==> config.mk <==
export PLATFORM = sky130hd
export DESIGN_NAME = decode_issue
export DESIGN_NICKNAME = d
export VERILOG_FILES = /design/src/rtl/decode_issue.sv
export SDC_FILE = /design/constraint.sdc
export NUM_CORES = 1
export LEC_CHECK = 0
export ABC_CLOCK_PERIOD_IN_PS = 4000
export BUFFER_PORTS_ARGS = -buffer_cell sky130_fd_sc_hd__buf_2
export CORE_MARGIN = 5
export CORE_UTILIZATION = 37
export CTS_CLUSTER_DIAMETER = 120
export DETAILED_ROUTE_END_ITERATION = 10
export PLACE_DENSITY = 0.72
export SYNTH_ARGS = -nofsm -noshare
export SYNTH_HDL_FRONTEND = slang
export SYNTH_SLANG_ARGS = --single-unit
==> constraint.sdc <==
create_clock -name I_clk -period 4 [get_ports I_clk]
set_input_delay 0.4 -clock I_clk [delete_from_list [all_inputs] [get_ports I_clk]]
set_output_delay 0.4 -clock I_clk [all_outputs]
set_load 0.005 [all_outputs]
==> src/rtl/decode_issue.sv <==
// Decode/issue stage: decodes 16-bit instructions into register-file selects and tracks pending writes in a scoreboard.
// Optional DECODE_WB_BYPASS_EN: a same-cycle writeback masks its pending bit during hazard checks.
module decode_issue #(
    parameter int unsigned DATA_W = 16,
    parameter int unsigned SEL_W  = 3
) (
    input  logic              I_clk,
    input  logic              I_rst,
    input  logic              I_en,
    input  logic              I_inst_valid,
    input  logic [15:0]       I_inst,
    output logic              O_inst_ready,
    output logic              O_valid,
    input  logic              I_ready,
    output logic [3:0]        O_opcode,
    output logic [SEL_W-1:0]  O_selA,
    output logic [SEL_W-1:0]  O_selB,
    output logic [SEL_W-1:0]  O_selD,
    output logic              O_we,
    output logic [DATA_W-1:0] O_imm,
    output logic              O_use_imm,
    output logic              O_illegal,
    input  logic              I_wb_valid,
    input  logic [SEL_W-1:0]  I_wb_sel,
    output logic              O_stall
);

    localparam int unsigned NREGS = 2 ** SEL_W;

    typedef enum logic [2:0] {
        CLS_ALU,
        CLS_LI,
        CLS_LD,
        CLS_ST,
        CLS_BR,
        CLS_ILL,
        CLS_NOP
    } op_cls_e;

    op_cls_e            cls;
    logic [3:0]         op;
    logic [SEL_W-1:0]   f_a, f_b, f_d;
    logic               rd_a, rd_b, wr, use_imm, illegal;
    logic [NREGS-1:0]   wb_mask, pend_eff;
    logic               hazard, accept;
    logic               unused_inst_bit;

    logic [NREGS-1:0]   pending_q, pending_d;
    logic               valid_q, valid_d;
    logic [3:0]         opcode_q, opcode_d;
    logic [SEL_W-1:0]   sel_a_q, sel_a_d, sel_b_q, sel_b_d, sel_d_q, sel_d_d;
    logic               we_q, we_d, use_imm_q, use_imm_d, illegal_q, illegal_d;
    logic [DATA_W-1:0]  imm_q, imm_d;

    assign op              = I_inst[15:12];
    assign f_d             = SEL_W'(I_inst[11:9]);
    assign f_a             = SEL_W'(I_inst[7:5]);
    assign f_b             = SEL_W'(I_inst[4:2]);
    assign unused_inst_bit = I_inst[8];

    always_comb begin
        cls = CLS_NOP;
        if (!op[3]) begin
            cls = CLS_ALU;
        end else begin
            case (op[2:0])
                3'h0:    cls = CLS_LI;
                3'h1:    cls = CLS_LD;
                3'h2:    cls = CLS_ST;
                3'h3:    cls = CLS_BR;
                3'h7:    cls = CLS_NOP;
                default: cls = CLS_ILL;
            endcase
        end
    end

    always_comb begin
        rd_a    = 1'b0;
        rd_b    = 1'b0;
        wr      = 1'b0;
        use_imm = 1'b0;
        illegal = 1'b0;
        case (cls)
            CLS_ALU: begin rd_a = 1'b1; rd_b = 1'b1; wr = 1'b1; end
            CLS_LI:  begin wr = 1'b1; use_imm = 1'b1; end
            CLS_LD:  begin rd_a = 1'b1; wr = 1'b1; end
            CLS_ST:  begin rd_a = 1'b1; rd_b = 1'b1; end
            CLS_BR:  rd_a = 1'b1;
            CLS_ILL: illegal = 1'b1;
            default: ;
        endcase
    end

    always_comb begin
        wb_mask = '0;
        if (I_wb_valid) wb_mask[I_wb_sel] = 1'b1;
`ifdef DECODE_WB_BYPASS_EN
        pend_eff = pending_q & ~wb_mask;
`else
        pend_eff = pending_q;
`endif
    end

    assign hazard       = (rd_a & pend_eff[f_a]) | (rd_b & pend_eff[f_b]) | (wr & pend_eff[f_d]);
    assign O_inst_ready = I_en & (~valid_q | I_ready) & ~hazard;
    assign O_stall      = I_inst_valid & hazard;
    assign accept       = I_inst_valid & O_inst_ready;

    always_comb begin
        // Clear before set so a same-cycle accept of a writer to the written-back register leaves it pending.
        pending_d = pending_q & ~wb_mask;
        if (accept && wr) pending_d[f_d] = 1'b1;

        valid_d   = valid_q;
        opcode_d  = opcode_q;
        sel_a_d   = sel_a_q;
        sel_b_d   = sel_b_q;
        sel_d_d   = sel_d_q;
        we_d      = we_q;
        imm_d     = imm_q;
        use_imm_d = use_imm_q;
        illegal_d = illegal_q;
        if (accept) begin
            valid_d   = 1'b1;
            opcode_d  = op;
            sel_a_d   = rd_a ? f_a : '0;
            sel_b_d   = rd_b ? f_b : '0;
            sel_d_d   = wr ? f_d : '0;
            we_d      = wr;
            imm_d     = {{(DATA_W-8){I_inst[7]}}, I_inst[7:0]};
            use_imm_d = use_imm;
            illegal_d = illegal;
        end else if (I_en && valid_q && I_ready) begin
            valid_d = 1'b0;
        end
    end

    always_ff @(posedge I_clk) begin
        if (I_rst) begin
            pending_q <= '0;
            valid_q   <= 1'b0;
            opcode_q  <= '0;
            sel_a_q   <= '0;
            sel_b_q   <= '0;
            sel_d_q   <= '0;
            we_q      <= 1'b0;
            imm_q     <= '0;
            use_imm_q <= 1'b0;
            illegal_q <= 1'b0;
        end else begin
            pending_q <= pending_d;
            valid_q   <= valid_d;
            opcode_q  <= opcode_d;
            sel_a_q   <= sel_a_d;
            sel_b_q   <= sel_b_d;
            sel_d_q   <= sel_d_d;
            we_q      <= we_d;
            imm_q     <= imm_d;
            use_imm_q <= use_imm_d;
            illegal_q <= illegal_d;
        end
    end

    assign O_valid   = valid_q;
    assign O_opcode  = opcode_q;
    assign O_selA    = sel_a_q;
    assign O_selB    = sel_b_q;
    assign O_selD    = sel_d_q;
    assign O_we      = we_q;
    assign O_imm     = imm_q;
    assign O_use_imm = use_imm_q;
    assign O_illegal = illegal_q;

endmodule
# Word-level counts from Yosys, hierarchy flattened
# Index checks and enable logic that the tools add are counted.
# totals
ff_bits	33
in_bits	25
out_inout_bits	35
elab_cells	75
# classes
order_cmp	6
eq_ne	9
n_mux	24
bitwise_logic	15
reduce_logical	11
# op_table
operator	count
3-bit by 4-bit < comparator with 1-bit output (second input constant)	4
8-bit 2-to-1 mux	2
3-bit one-hot mux with 5 select lines	1
3-bit by 2-bit == test with 1-bit output (second input constant)	4
1-bit 2-to-1 mux	12
3-bit 2-to-1 mux	4
1-bit binary-select mux with 3-bit select	3
3-bit == test (second input constant)	3
8-bit AND	1
8-bit NOT	1
8-bit OR	1
1-bit AND	7
1-bit demux with 3-bit select	2
3-bit by 1-bit == test with 1-bit output (second input constant)	2
3-bit by 1-bit >= comparator with 1-bit output (second input constant)	2
3-bit zero test	2
1-bit logical AND	5
4-bit OR reduction	1
1-bit OR	3
3-bit OR reduction	1
1-bit NOT	2
2-bit nonzero test	1
2-bit OR reduction	1

# Longest topological paths before layout
# depth
depth_word	14
ltp_mapped	7

# Least setup slack after synthesis
# No wires, ideal clock.
# synth_path
path_kind	input-to-output
start	input I_inst[3]
end	output O_stall
arrival_ns	1.697
required_time_ns	3.600
setup_slack_ns	1.903
stages	6
n_path_buf	1
cell_sequence	buf_2 mux2_2 a2bb2oi_1 a32oi_2 nand2_1 and2_1
# synth_via
elab_chain_len	6
# synth_rtl
item	line_no	source
from (decl)	11	input logic [15:0] I_inst,
1-bit binary-select mux with 3-bit select	104	assign hazard = (rd_a & pend_eff[f_a]) | (rd_b & pend_eff[f_b]) | (wr & pend_eff[f_d]);
1-bit 2-to-1 mux (implied by the code)	104	
1-bit AND	104	
1-bit OR (2 in a row)	104	
1-bit AND	106	assign O_stall = I_inst_valid & hazard;
to (decl)	25	output logic O_stall
# No other way between the ends. The select of a mux whose other input is x is not followed.

# Worst setup path in the final report
# layout_path
start	input I_inst[10]
end	output O_stall
# layout_via
elab_chain_len	5
# layout_rtl
item	line_no
1-bit binary-select mux with 3-bit select	104
1-bit 2-to-1 mux (implied by the code)	104
1-bit AND	104
1-bit OR	104
1-bit AND	106
# No other way between the ends. The select of a mux whose other input is x is not followed.

==> impl_metrics.csv <==
group,metric,value,unit
placement,place_area,1960,µm²
setup_path,cp_top_family,"multiplexers",
layout,nets,269,
logic_synthesis,synth_fp_nets,225,
routing,via_per_inst,5.56,
global_routing,grt_pass1_vias,1541,
setup_path,critPathBufInv,2,
layout,regArea,661,µm²
clock_network,cts_buffer_depth,2,
routing,postRouteAntennaNets,0,
timing,tns,0,ns
logic_synthesis,synth_top_area_share,38.3,%
layout,layout-drive-gt1-share,31.4,%
timing,maxSlewViolCount,0,
clock_network,cts_resized,0,
layout,antenna_cells,0,
layout,final_common_cell,"buf_2",
floorplan,ios,60,
placement,port_buffers,58,
setup_path,cp.arrival,1.87,ns
setup_path,crit_required,3.60,ns
clock_network,root_buffer,"clkbuf_8",
timing,tightest_slew,0.888,ns
placement,dp_hpwl,3.28,mm
timing,whs,0.364,ns
routing,drc,0,
layout,final_cell_mix,"58 x buf_2, 33 x dfxtp_1, 18 x nand2_1",
logic_synthesis,yosys.area.top_type,"dfxtp_1",
logic_synthesis,yosys_warnings,0,
global_routing,grt_start_max_net_pins,25,
floorplan,die_width,78.3,µm
layout,area_growth,19.3,%
outcome,status,"finished clean",
setup_path,crit_type,"in2out",
power_and_ir_drop,combPwrFrac,16.4,%
power_and_ir_drop,p_clk_share,37.0,%
setup_path,cpPeakStageDelay,0.52,ns
logic_synthesis,synth-seq-cells,33,
power_and_ir_drop,pwr-share-seq,46.6,%
layout,fin_cells,297,
hold_path,hold_path.class,"in2reg",
floorplan,core-area,4440,µm²
layout,final_area,2060,µm²
setup_path,path_cells,"buf_2, mux4_2, mux2_2, nand2_1, nand2_1, and2_1, buf_2",
power_and_ir_drop,power_density,362,nW/µm²
power_and_ir_drop,power.internal,0.000541,W
timing,relSlewSlack,40.8,%
floorplan,fp.dieH,78.3,µm
clock_network,tritoncts,"done",
placement,place.gp.congestion,0.894,
setup_path,worstPathMaxFanout,8,
logic_synthesis,synth_area_per_cell,8.63,µm²
floorplan,initial_core_util,38.9,%
clock_network,path_clk_slew,0.06,ns
logic_synthesis,synthTopCellsByArea,"dfxtp_1 38%, a21oi_1 4.6%, nand3_1 4.3%",
clock_network,post_cts_buffers,0,
power_and_ir_drop,p_leak,0.878,nW
clock_network,h-tree-depth,2,
setup_path,endpoint_kind,"primary output",
logic_synthesis,synth_cell_types,36,
clock_network,holdBufCountCts,0,
timing,fmax,440,MHz
flow_run,cap_violations,0,
timing,setup_violations,0,
timing,rsz0062_at_grt,"no",
power_and_ir_drop,p_switching,0.000204,W
global_routing,grt-ovfl-total,0,
power_and_ir_drop,switching_share,27.4,%
logic_synthesis,syn-instance-count,200,
floorplan,dieArea,6130,µm²
power_and_ir_drop,ir_worst_vdd,151,µV
placement,dp_cells,289,
layout,n_fill_cell,429,
routing,first_iter_violations,144,
layout,multi_input_area,920,µm²
global_routing,grt_usage,15.3,%
floorplan,rows,24,
routing,via_count,1651,
logic_synthesis,synth_area,1730,µm²
routing,totalWireLength,4.49,mm
setup_path,critPathSlowestCell,"mux4_2",
logic_synthesis,yosysSeqAreaShare,38.3,%
routing,firstDrtPassIters,4,
setup_path,crit_path_start_kind,"primary input",
timing,period_share,56.8,%
global_routing,grt_antenna_before_repair,0,
global_routing,grt_pass1_wl,7.49,mm
clock_network,cts.sinks,33,
routing,detail_route.wl_per_cell,15.1,µm
timing,min_period,2.27,ns
timing,hold_viol,0,
clock_network,cts_inserted_buffers,5,
clock_network,clkLatencyLatePin,0.28,ns
timing,skew,0.00502,ns
-- per-stage QoR --
step                      power, W  setup slack (ns)  utilization, %
after floorplan           0.000433              1.90               -
after global placement    0.000475              1.51            44.1
after detailed placement  0.000476              1.49            44.1
after CTS                 0.000753              1.71            46.3
after global routing      0.000783              1.53            46.3
final                     0.000745              1.73            46.3
-- layer usage --
layer	track usage [%]	part of all wire (%)	up-vias
met5	0	0	-
met2	23.9	46	49
met4	5.94	1.6	0
met1	20.3	47	765
li1	-	-	831
met3	4.00	6.0	6
-- cells in the mapped netlist --
master	instances
nand2b_1	3
o31ai_1	7
o21ai_1	10
clkbuf_1	9
dfxtp_1	33
o21bai_1	1
buf_4	8
buf_6	2
o41ai_1	2
a22oi_1	2
nor3_1	9
buf_2	3
mux2i_1	7
a32oi_2	1
a32o_1	1
nand2_1	18
a21o_1	1
nor2b_1	4
o211ai_1	8
a21oi_4	1
a31o_1	4
and2_1	4
a2bb2oi_1	1
a21oi_1	16
o311ai_0	4
mux4_2	2
nand3_1	15
nor2_1	3
nand2_4	1
nand4_1	1
o21ai_0	8
mux2_2	2
a222oi_1	1
a31o_2	3
nor4b_1	1
inv_1	4
-- cell families after synthesis --
| group | share of synthesized area [%] |
|---|---|
| flops | 38.3 |
| buf+inv | 8.48 |
| mux | 7.97 |
| simple gates | 17.0 |
| compound gates | 28.3 |
-- path summary, 6_finish.rpt --
path / startpoint / endpoint / slack [ns] / cells after the start
worst max-delay path: I_inst[10] / O_stall / 1.73 / 7
worst min-delay path: I_inst[1] / O_imm[1]$_SDFFE_PP0P_ / 0.36 / 3
worst max register to register: pend_eff[5]$_SDFF_PP0_ / O_selA[2]$_SDFFE_PP0P_ / 1.77 / 5
worst min register to register: O_valid$_SDFFE_PP0P_ / O_valid$_SDFFE_PP0P_ / 0.48 / 2
-- power groups by stage --
stage | Sequential (W) | Combinational [W] | Clock [W]
2_1_floorplan | 0.000355 | 0.0000783 | 0
3_3_place_gp | 0.000354 | 0.000121 | 0
3_5_place_dp | 0.000354 | 0.000122 | 0
4_1_cts | 0.000347 | 0.000122 | 0.000283
5_1_grt | 0.000348 | 0.000136 | 0.000299
6_report | 0.000347 | 0.000122 | 0.000276
-- tightest hold or removal path, cell delays in order --
cell and delay (ns):
buf_2 0.10, nand3_1 0.05, a21oi_1 0.05
-- flip-flops by register name (all words and copies together), names as in the netlist --
signal / count
O_illegal: 1
O_imm: 8
O_opcode: 4
O_selA: 3
O_selB: 3
O_selD: 3
O_use_imm: 1
O_valid: 1
O_we: 1
pend_eff: 8
-- final cells by class --
class | count | area share, %
multi-input cells | 141 | 44.7
flip-flops and latches | 33 | 32.1
repair buffers | 59 | 14.5
clock buffers | 7 | 4.68
well taps | 52 | 3.16
inverters | 4 | 0.729
clock inverters | 1 | 0.243
No activity file was read; power rests on OpenSTA's default activity.
